$ cat src/rtl/cva6_mem_order_ctrl.sv
// Memory ordering controller between the LSU and the HPDcache.
// Tracks outstanding stores and orders fences and non-idempotent loads.
module cva6_mem_order_ctrl #(
    parameter int unsigned MaxOutstandingStores = 7,
    parameter int unsigned CntWidth             = 3
) (
    input  logic                clk_i,
    input  logic                rst_ni,
    input  logic                st_valid_i,
    output logic                st_ready_o,
    input  logic                st_ack_i,
    input  logic                ld_valid_i,
    input  logic                ld_nonidem_i,
    output logic                ld_ready_o,
    input  logic                ld_rsp_i,
    input  logic                fence_i,
    output logic                fence_done_o,
    output logic [CntWidth-1:0] outstanding_o,
    output logic                underflow_o
);

    typedef enum logic [2:0] {
        S_IDLE,
        S_DRAIN,
        S_NI_ISSUE,
        S_NI_WAIT,
        S_FENCE_DRAIN
    } state_t;

    localparam logic [CntWidth-1:0] MaxCnt =
        CntWidth'(MaxOutstandingStores);

    state_t              r_state;
    logic [CntWidth-1:0] r_cnt;
    logic                r_fence_pending;
    logic                r_underflow;

    logic w_idle;
    logic w_cnt_zero;
    logic w_st_hs;
    logic w_fence_done;
    logic w_ld_ready;

    assign w_idle       = (r_state == S_IDLE);
    assign w_cnt_zero   = (r_cnt == '0);
    assign w_st_hs      = st_valid_i & st_ready_o;
    // Done is decoded from registered state so a fence seen at count 0
    // completes in the very next cycle.
    assign w_fence_done = (r_state == S_FENCE_DRAIN) & w_cnt_zero;

    assign st_ready_o    = w_idle & ~r_fence_pending & (r_cnt < MaxCnt);
    assign ld_ready_o    = w_ld_ready;
    assign fence_done_o  = w_fence_done;
    assign outstanding_o = r_cnt;
    assign underflow_o   = r_underflow;

    // Load readiness: idempotent loads pass in IDLE, NI loads only in NI_ISSUE
    always_comb begin
        w_ld_ready = 1'b0;
        case (r_state)
            S_IDLE:
                w_ld_ready = ~r_fence_pending & ~fence_i & ~ld_nonidem_i;
            S_NI_ISSUE:
                w_ld_ready = ld_nonidem_i;
            default:
                w_ld_ready = 1'b0;
        endcase
    end

    // Outstanding-store counter, saturating, with sticky underflow flag
    always_ff @(posedge clk_i or negedge rst_ni) begin
        if (!rst_ni) begin
            r_cnt       <= '0;
            r_underflow <= 1'b0;
        end else begin
            case ({w_st_hs, st_ack_i})
                2'b10: begin
                    if (r_cnt != '1)
                        r_cnt <= r_cnt + 1'b1;
                end
                2'b01: begin
                    if (w_cnt_zero)
                        r_underflow <= 1'b1;
                    else
                        r_cnt <= r_cnt - 1'b1;
                end
                default: ;
            endcase
        end
    end

    // Fence pending: fences seen outside IDLE merge until the next completion
    always_ff @(posedge clk_i or negedge rst_ni) begin
        if (!rst_ni) begin
            r_fence_pending <= 1'b0;
        end else if (w_fence_done) begin
            r_fence_pending <= fence_i;
        end else if (fence_i && !w_idle) begin
            r_fence_pending <= 1'b1;
        end
    end

    // Ordering FSM: fences drain stores, NI loads wait for an empty store path
    always_ff @(posedge clk_i or negedge rst_ni) begin
        if (!rst_ni) begin
            r_state <= S_IDLE;
        end else begin
            case (r_state)
                S_IDLE: begin
                    if (fence_i || r_fence_pending)
                        r_state <= S_FENCE_DRAIN;
                    else if (ld_valid_i && ld_nonidem_i)
                        r_state <= S_DRAIN;
                end
                S_DRAIN: begin
                    if (w_cnt_zero)
                        r_state <= S_NI_ISSUE;
                end
                S_NI_ISSUE: begin
                    if (!ld_valid_i)
                        r_state <= S_IDLE;
                    else if (w_ld_ready)
                        r_state <= S_NI_WAIT;
                end
                S_NI_WAIT: begin
                    if (ld_rsp_i)
                        r_state <= S_IDLE;
                end
                S_FENCE_DRAIN: begin
                    if (w_cnt_zero)
                        r_state <= S_IDLE;
                end
                default:
                    r_state <= S_IDLE;
            endcase
        end
    end

endmodule

$ cat config.mk
export PLATFORM = sky130hd
export DESIGN_NAME = cva6_mem_order_ctrl
export DESIGN_NICKNAME = d
export VERILOG_FILES = /design/src/rtl/cva6_mem_order_ctrl.sv
export SDC_FILE = /design/constraint.sdc
export NUM_CORES = 1
export LEC_CHECK = 0
export ABC_AREA = 1
export CAP_MARGIN = 20
export CORE_MARGIN = 2
export CORE_UTILIZATION = 41
export DETAILED_ROUTE_END_ITERATION = 10
export PLACE_DENSITY = 0.81
export SLEW_MARGIN = 20
export SYNTH_ARGS = -nofsm -noshare
export SYNTH_HDL_FRONTEND = slang
export SYNTH_SLANG_ARGS = --single-unit
$ cat constraint.sdc
create_clock -name clk_i -period 1.6 [get_ports clk_i]
set_clock_uncertainty 0.05 [all_clocks]
set_input_delay 0.24 -clock clk_i [delete_from_list [all_inputs] [get_ports clk_i]]
set_output_delay 0.24 -clock clk_i [all_outputs]
set_load 0.02 [all_outputs]
# [Yosys cells after proc, flatten, opt, wreduce, memory -nomap -nowiden]
# Cells that the tools add are included.
[totals] reg_bits=8 inputBits=8 out_inout_bits=7 word_cells=55
[classes] add_sub_neg=2 order_cmp=1 n_eq_ne=14 mux=14 bitwise=9 reduce_logical=11
[ops] cell="3-bit two-way mux" n=9
[ops] cell="3-bit case mux with 5 select lines" n=1
[ops] cell="2-bit != test, second input constant" n=5
[ops] cell="1-bit bitwise AND" n=6
[ops] cell="3-bit by 2-bit == test with 1-bit output, second input constant" n=2
[ops] cell="3-bit logical NOT" n=2
[ops] cell="3-bit != test, second input constant" n=2
[ops] cell="3-bit case mux with 2 select lines" n=1
[ops] cell="5-bit AND reduction" n=1
[ops] cell="2-bit nonzero test" n=2
[ops] cell="3-bit by 1-bit adder with 3-bit output, second input constant" n=1
[ops] cell="3-bit by 1-bit == test with 1-bit output, second input constant" n=1
[ops] cell="3-bit == test, second input constant" n=1
[ops] cell="3-bit less-than comparator, second input constant" n=1
[ops] cell="3-bit by 1-bit != test with 1-bit output, second input constant" n=1
[ops] cell="1-bit NOT" n=3
[ops] cell="3-bit AND reduction" n=1
[ops] cell="3-bit by 1-bit subtractor with 3-bit output, second input constant" n=1
[ops] cell="2-bit by 1-bit == test with 1-bit output, second input constant" n=1
[ops] cell="2-bit == test, second input constant" n=1
[ops] cell="1-bit logical AND" n=2
[ops] cell="1-bit two-way mux" n=2
[ops] cell="1-bit case mux with 2 select lines" n=1
[ops] cell="2-bit AND reduction" n=1
[ops] cell="2 further kinds" n=2

# [Logic depth before layout (Yosys ltp)]
# Gate-level depths: netlist (run 1).
[logic_depth] word_depth=7 ltp_mapped=11 mapped_depth_nobuf=11

# [Worst setup path after synthesis (run 1)]
# No wires, ideal clock.
[synth_timing] kind="reg2reg" from="register r_cnt[0], in the netlist outstanding_o[0]" to="register r_cnt[2], in the netlist outstanding_o[2]" setup_time_ps=63 arrival_ps=1777 required_ps=1487 slack_ps=-290 stages_incl_launch_ff=12 path_buffers=0 period_less_slack_ps=1890 path_cell_list="dfrtp_1 > clkinv_1 > nor2_2 > nor2_4 > nand2_4 > nand2_4 > fa_1 > inv_1 > nand4_1 > nand3_1 > nand2_1 > inv_1"
[synth_via] elab_chain_cells=6 word_cells_on_any_way=16 cone_classes="2 x add/sub; 1 x order compare; 5 x eq/ne; 3 x mux; 2 x bitwise; 3 x reduce/logical"
[synth_rtl] element="start: declaration" line="34" source="logic [CntWidth-1:0] r_cnt;"
[synth_rtl] element="start signal: assignment" line="79" source="r_cnt <= r_cnt + 1'b1;"
[synth_rtl] element="start signal: assignment" line="85" source="r_cnt <= r_cnt - 1'b1;"
[synth_rtl] element="3-bit less-than comparator (*)" line="51" source="assign st_ready_o = w_idle & ~r_fence_pending & (r_cnt < MaxCnt);"
[synth_rtl] element="1-bit bitwise AND (*)" line="51"
[synth_rtl] element="named net st_ready_o" line="10" source="output logic st_ready_o,"
[synth_rtl] element="1-bit bitwise AND (*)" line="46" source="assign w_st_hs = st_valid_i & st_ready_o;"
[synth_rtl] element="2-bit == test or 2-bit by 1-bit == test with 1-bit output (tied branches)" line="76" source="case ({w_st_hs, st_ack_i})"
[synth_rtl] element="2-bit != test (no line) or 2-bit nonzero test (tied branches)"
[synth_rtl] element="3-bit AND reduction (no line)"
# Mark *: on every way through the listed nets, which the timed path passes. The rest lies on a longest branch. The select of a mux whose other input is x is not followed.
# A chain may end at the register's enable or synchronous reset.

# [Final worst setup path (run 1)]
[layout_timing] from="register r_state[2]" to="output ld_ready_o"
[layout_via] elab_chain_cells=2 word_cells_on_any_way=3 cone_classes="1 x eq/ne; 1 x mux; 1 x reduce/logical"
[layout_rtl] element="start: declaration" line="33" source="state_t r_state;"
[layout_rtl] element="start signal: assignment" line="106" source="r_state <= S_IDLE;"
[layout_rtl] element="start signal: assignment" line="111" source="r_state <= S_FENCE_DRAIN;"
[layout_rtl] element="start signal: assignment" line="113" source="r_state <= S_DRAIN;"
[layout_rtl] element="3-bit by 2-bit == test with 1-bit output or 3-bit logical NOT (tied branches)" line="60" source="case (r_state)"
[layout_rtl] element="1-bit case mux with 2 select lines (*)" line="60"
[layout_rtl] element="end: declaration" line="14" source="output logic ld_ready_o,"
# Every way passes the cells marked *; elsewhere a longest branch is shown, timed or not.

==> results.cfg, run 1 <==
[sta]
rsz0062_at_grt = yes
setup_ws_ps = -164.6
slew_violations = 0
setup_viol = 6
slew_headroom_pct = 75.35
max_freq_mhz = 566.7
final.min_clock_period_ps = 1765
max_slew.worst_pin.slew_ps = 368.7
hold_violations = 0
setup_tns_ps = -536.3
post-route-period-util_pct = 110.3

[clock_tree]
clkTransAtPathRegs_ps = 60
ctsHoldBuffers = 0
numCtsBuffers = 3
cts-root-buf = clkbuf_4
cts_tree = yes
insertion_delay_ps = 270
clockBufferDepth = 2
clock_sinks = 8
htree_levels = 1

[floorplanning]
die_area_um2 = 1713
initial_core_util_pct = 44.04
io_pins = 15
die_x_um = 41.39
rows = 13
fp.dieH_um = 41.39
core-area_um2 = 1301

[worst_setup_path]
r2r_cells = 12
reg2reg_setup_slack_ps = -110
worst_r2r_endpoint = outstanding_o[2]$_DFFE_PN0P_
max_stage_delay_ps = 440
start_kind = flop
crit_arrival_ps = 1470
cp_slowest_cell = dfrtp_2
critical_path_class = flop to primary output
crit_required_ps = 1310
endpoint_kind = primary output
worst_r2r_startpoint = r_state[2]$_DFFE_PN0P_
crit_chain = nor2_4, buf_4, nand2_2, nor2_4, inv_2, a21oi_2, buf_4
crit_fanout = 3

[layout]
antenna_cells = 0
multi_input_comb_area_um2 = 392.9
postLayoutCoreUtil_pct = 83.37
fillers = 82
drive_above_1_share_pct = 52.00
areaGrowthSynthToFinish_pct = 89.30
final_cells = 140
fin_nets = 135
ff_latch_area_um2 = 206.4

[placed_design]
port_buffers = 14
hpwl_um = 1135
placed_cells = 126
gp_congestion = 0.8325

[global_route]
antenna_found_initial = 0
grt_overflow_total = 0
grt_max_degree = 9
track_usage_pct = 25.61
grt_pass1_vias = 653
grt_pass1_wl_um = 2711

[run_status]
status = complete, but fails checks
violations = negative setup slack

[drt]
drt-total-wl_um = 2064
antenna_left = 0
viasPerCell = 5.486
drtIter0Drc = 37
num_vias = 768
first_pass_iters = 4
wire_per_inst_um = 14.74
drc = 0

[synthesis]
synth.distinct_cells = 21
synth.top_cell.area_share_pct = 34.93
yosysTopAreaCell = dfrtp_1
synth_nets = 85
yosysWarningCount = 0
synth_area_per_cell_um2 = 7.540
ys_seq_elements = 8
ys_seq_area_share_pct = 34.93
netlist_area_um2 = 573.1
synthTopCellsByArea = dfrtp_1, nand2_1, inv_1
synth_cells = 76

[power_and_ir_drop]
ir_worst_vdd_mv = 0.9592
p_leak_nw = 0.5508
power_density_nw_per_um2 = 1628

[hold_path]
hp-class = input pin to async pin

[run]
drv_cap = 0
area by class of cell:
type	count	share of cell area (%)
flip-flops and latches	8	19.03
multi-input cells	53	36.22
clock buffers	4	2.422
repair buffers	45	34.95
inverters	15	5.652
well taps	15	1.730
synthesized netlist by cell type:
library cell and count:
nand2_1 17, inv_1 14, dfrtp_1 8, nand3_1 7, nand4_1 4, o21ai_1 4, nand2_4 3, nor2_1 3
nand3_2 2, nor2_4 2, nor3_1 2, a21oi_1 1, a41oi_1 1, clkinv_1 1, fa_1 1, nand2_2 1
nand3b_2 1, nor2_2 1, nor4_1 1, o21ai_0 1, or2_1 1
cells in the final DEF, fill, tap and decap left out, drive strengths merged:
| master | instances |
|---|---|
| buf | 34 |
| nand2 | 21 |
| inv | 14 |
| nand3 | 9 |
| dfrtp | 8 |
| clkdlybuf4s50 | 7 |
| nor2 | 6 |
| o21ai | 5 |
| nand4 | 4 |
| clkbuf | 4 |
| dlygate4sd2 | 3 |
| nor3 | 2 |
| clkinv | 1 |
| or2 | 1 |
| a21oi | 1 |
| nor4 | 1 |
| nand3b | 1 |
| a41oi | 1 |
| fa | 1 |
| dlymetal6s2s | 1 |
layer usage:
layer	routed length, um	global-route usage, %	up-vias
met5	0	0	-
met4	87	12.90	0
met3	155	7.447	10
met2	1045	46.09	57
met1	776	26.80	351
li1	-	-	350
sequential cells by signal, summed over array words and instances, names as in the netlist:
name / flops
underflow_o: 1
r_state: 3
outstanding_o: 3
r_fence_pending: 1
worst max-delay path by stage:
stage / slack, ps / cells past startpoint / end / start
after floorplan: -110 / 7 / outstanding_o[1]$_DFFE_PN0P_ / r_state[0]$_DFFE_PN0P_
after global placement: -510 / 6 / ld_ready_o / fence_i
after detailed placement: -540 / 6 / ld_ready_o / fence_i
after CTS: -80 / 8 / outstanding_o[1]$_DFFE_PN0P_ / r_state[0]$_DFFE_PN0P_
after global routing: -250 / 7 / ld_ready_o / r_state[2]$_DFFE_PN0P_
final: -160 / 7 / ld_ready_o / r_state[2]$_DFFE_PN0P_
worst max-delay path, delay by kind of cell, from the launching register on:
| kind | cells | cell delay, ps |
|---|---|---|
| compound gates | 1 | 120 |
| buf+inv | 3 | 320 |
| flops | 1 | 440 |
| simple gates | 3 | 320 |
repair_timing:
item                       in CTS  in global routing
buffers inserted                5                  7
resized for setup              25                 16
pin swaps                      11                 16
setup endpoints to repair       8                  8
cell families (layout without fill, tap and decap cells):
group | after synthesis | after routing | share of synthesized area, %
flops | 8 | 8 | 34.93
fa+ha+maj | 1 | 1 | 3.494
simple gates | 45 | 45 | 44.98
compound gates | 7 | 7 | 6.767
buf+inv | 15 | 64 | 9.825
through the flow:
stage / worst slack, ps / area, um^2 / hold WS [ps] / power [mW]
6_report: -164.6 / 1085 / 198.0 / 1.766
3_3_place_gp: -513.5 / 912.1 / 397.0 / 1.279
4_1_cts: -77.96 / 994.7 / 203.7 / 1.541
5_1_grt: -250.1 / 1085 / 225.1 / 1.890
2_1_floorplan: -105.3 / 595.6 / -105.6 / 0.8375
3_5_place_dp: -539.0 / 912.1 / 410.5 / 1.309
report_power, final:
part           total, mW  switching, mW  internal (mW)
registers          0.357         0.0724          0.285
logic               1.23          0.625          0.605
clock network      0.179         0.0823         0.0963
Power figures use the tool's default switching activity.
==> run 2: changes to the inputs <==
--- a/config.mk
+++ b/config.mk
@@ -10,7 +10,7 @@
 export CORE_MARGIN = 2
 export CORE_UTILIZATION = 41
 export DETAILED_ROUTE_END_ITERATION = 10
-export PLACE_DENSITY = 0.81
+export PLACE_DENSITY = 0.72
 export SLEW_MARGIN = 20
 export SYNTH_ARGS = -nofsm -noshare
 export SYNTH_HDL_FRONTEND = slang
==> results.cfg, run 2 (synthesized netlist as in run 1, its figures left out) <==
[worst_setup_path]
critical_path_class = flop to flop
start_kind = flop
r2r_cells = 8
crit_arrival_ps = 1920
endpoint = outstanding_o[1]$_DFFE_PN0P_
critPathLaunch = r_state[2]$_DFFE_PN0P_
worst_r2r_endpoint = outstanding_o[1]$_DFFE_PN0P_
crit_fanout = 3
worst_r2r_startpoint = r_state[2]$_DFFE_PN0P_
endpoint_kind = flop
crit_required_ps = 1740
reg2reg_setup_slack_ps = -180

[clock_tree]
clockBufferDepth = 2
cts_tree = yes
cts-root-buf = clkbuf_4
htree_levels = 1
ctsHoldBuffers = 0
clkTransAtPathRegs_ps = 70
clock_sinks = 8
numCtsBuffers = 3
insertion_delay_ps = 270

[layout]
layout_common_cells = buf_4, nand2_1, inv_1
final_common_cell = buf_4
drive_above_1_share_pct = 50.00
final_cells = 137
areaGrowthSynthToFinish_pct = 85.15
fin_nets = 132
postLayoutCoreUtil_pct = 81.54
antenna_cells = 0

[power_and_ir_drop]
ir_worst_vdd_mv = 0.9123
netSwitchingFraction_pct = 44.89
p_leak_nw = 0.5316
switchingPower_mw = 0.7867
clock_power_share_pct = 10.6
internal-power_mw = 0.9660
power_density_nw_per_um2 = 1652
combPwrFrac_pct = 68.8
pwr-share-seq_pct = 20.6

[sta]
final.min_clock_period_ps = 1779
slew_violations = 0
setup_viol = 6
max_slew.worst_pin.slew_ps = 381.8
rsz0062_at_grt = yes
post-route-period-util_pct = 111.2
max_freq_mhz = 562.1
fin_hold_ws_ps = 201.8
setup_ws_ps = -178.9
slew_headroom_pct = 74.46
hold_violations = 0

[floorplanning]
die_area_um2 = 1713
io_pins = 15
die_x_um = 41.39
core-area_um2 = 1301
rows = 13
initial_core_util_pct = 44.04
fp.dieH_um = 41.39

[drt]
drtIter0Drc = 17
viasPerCell = 5.153
num_vias = 706
drc = 0
drt-total-wl_um = 1987
antenna_left = 0
wire_per_inst_um = 14.50
first_pass_iters = 4

[run_status]
violations = negative setup slack
status = complete, but fails checks

[global_route]
grt_overflow_total = 0
grt_pass1_wl_um = 2815
grt_pass1_vias = 671
antenna_found_initial = 0
grt_max_degree = 9
track_usage_pct = 26.27

[placed_design]
placed_cells = 126
port_buffers = 14
hpwl_um = 1273
gp_congestion = 0.8412

[run]
drv_cap = 0

[hold_path]
hp-class = input pin to async pin
==> run 2: worst min path at each step <==
stage | from | end | depth (start not counted)
finish | rst_ni | r_fence_pending$_DFFE_PN0P_ | 1
global route | rst_ni | r_fence_pending$_DFFE_PN0P_ | 1
CTS | rst_ni | r_fence_pending$_DFFE_PN0P_ | 1
detailed placement | underflow_o$_DFFE_PN0P_ | underflow_o$_DFFE_PN0P_ | 2
global placement | underflow_o$_DFFE_PN0P_ | underflow_o$_DFFE_PN0P_ | 2
floorplan | rst_ni | outstanding_o[0]$_DFFE_PN0P_ | 0
==> run 2: what timing repair did <==
action,CTS,global route
setup endpoints to repair,6,8
buffers inserted,6,2
pin swaps,8,10
gates resized for setup,26,12
==> run 2: area by class of cell <==
| class | instances | area (um^2) |
|---|---|---|
| multi-input cells | 53 | 397.9 |
| repair buffers | 42 | 351.6 |
| fillers | 85 | 240.2 |
| flip-flops and latches | 8 | 205.2 |
| inverters | 15 | 61.31 |
| clock buffers | 4 | 26.28 |
| well taps | 15 | 18.77 |
==> run 2: routing by layer <==
| metal | global-route usage, % | share of wire (%) | up-vias |
|---|---|---|---|
| li1 | - | - | 341 |
| met5 | 0 | 0 | - |
| met1 | 27.74 | 41 | 336 |
| met4 | 16.94 | 1.8 | 0 |
| met2 | 47.27 | 54 | 23 |
| met3 | 4.787 | 3.4 | 6 |
==> run 2: stage by stage <==
stage / TNS, ps / area [um^2] / total power, mW / worst slack, ps
6_report: -579.4 / 1061 / 1.753 / -178.9
5_1_grt: -909.1 / 1061 / 1.857 / -224.9
3_3_place_gp: -1055 / 912.1 / 1.275 / -531.0
2_1_floorplan: -186.6 / 595.6 / 0.8375 / -105.3
3_5_place_dp: -1214 / 912.1 / 1.323 / -595.2
4_1_cts: -309.6 / 1015 / 1.627 / -104.1
==> run 2: critical path: stages, from the launching register on <==
cell,delay (ps)
dfrtp_2,450
nor2_4,170
buf_6,130
nand3_4,60
nor2_4,130
nand2_4,70
nand2_4,60
fa_2,440
o21ai_2,130
==> run 2: power groups by stage <==
stage	clock network [mW]	logic (mW)	registers (mW)
global placement	0	0.923	0.352
global route	0.193	1.30	0.365
floorplan	0	0.434	0.403
detailed placement	0	0.960	0.362
CTS	0.182	1.09	0.353
finish	0.186	1.21	0.362
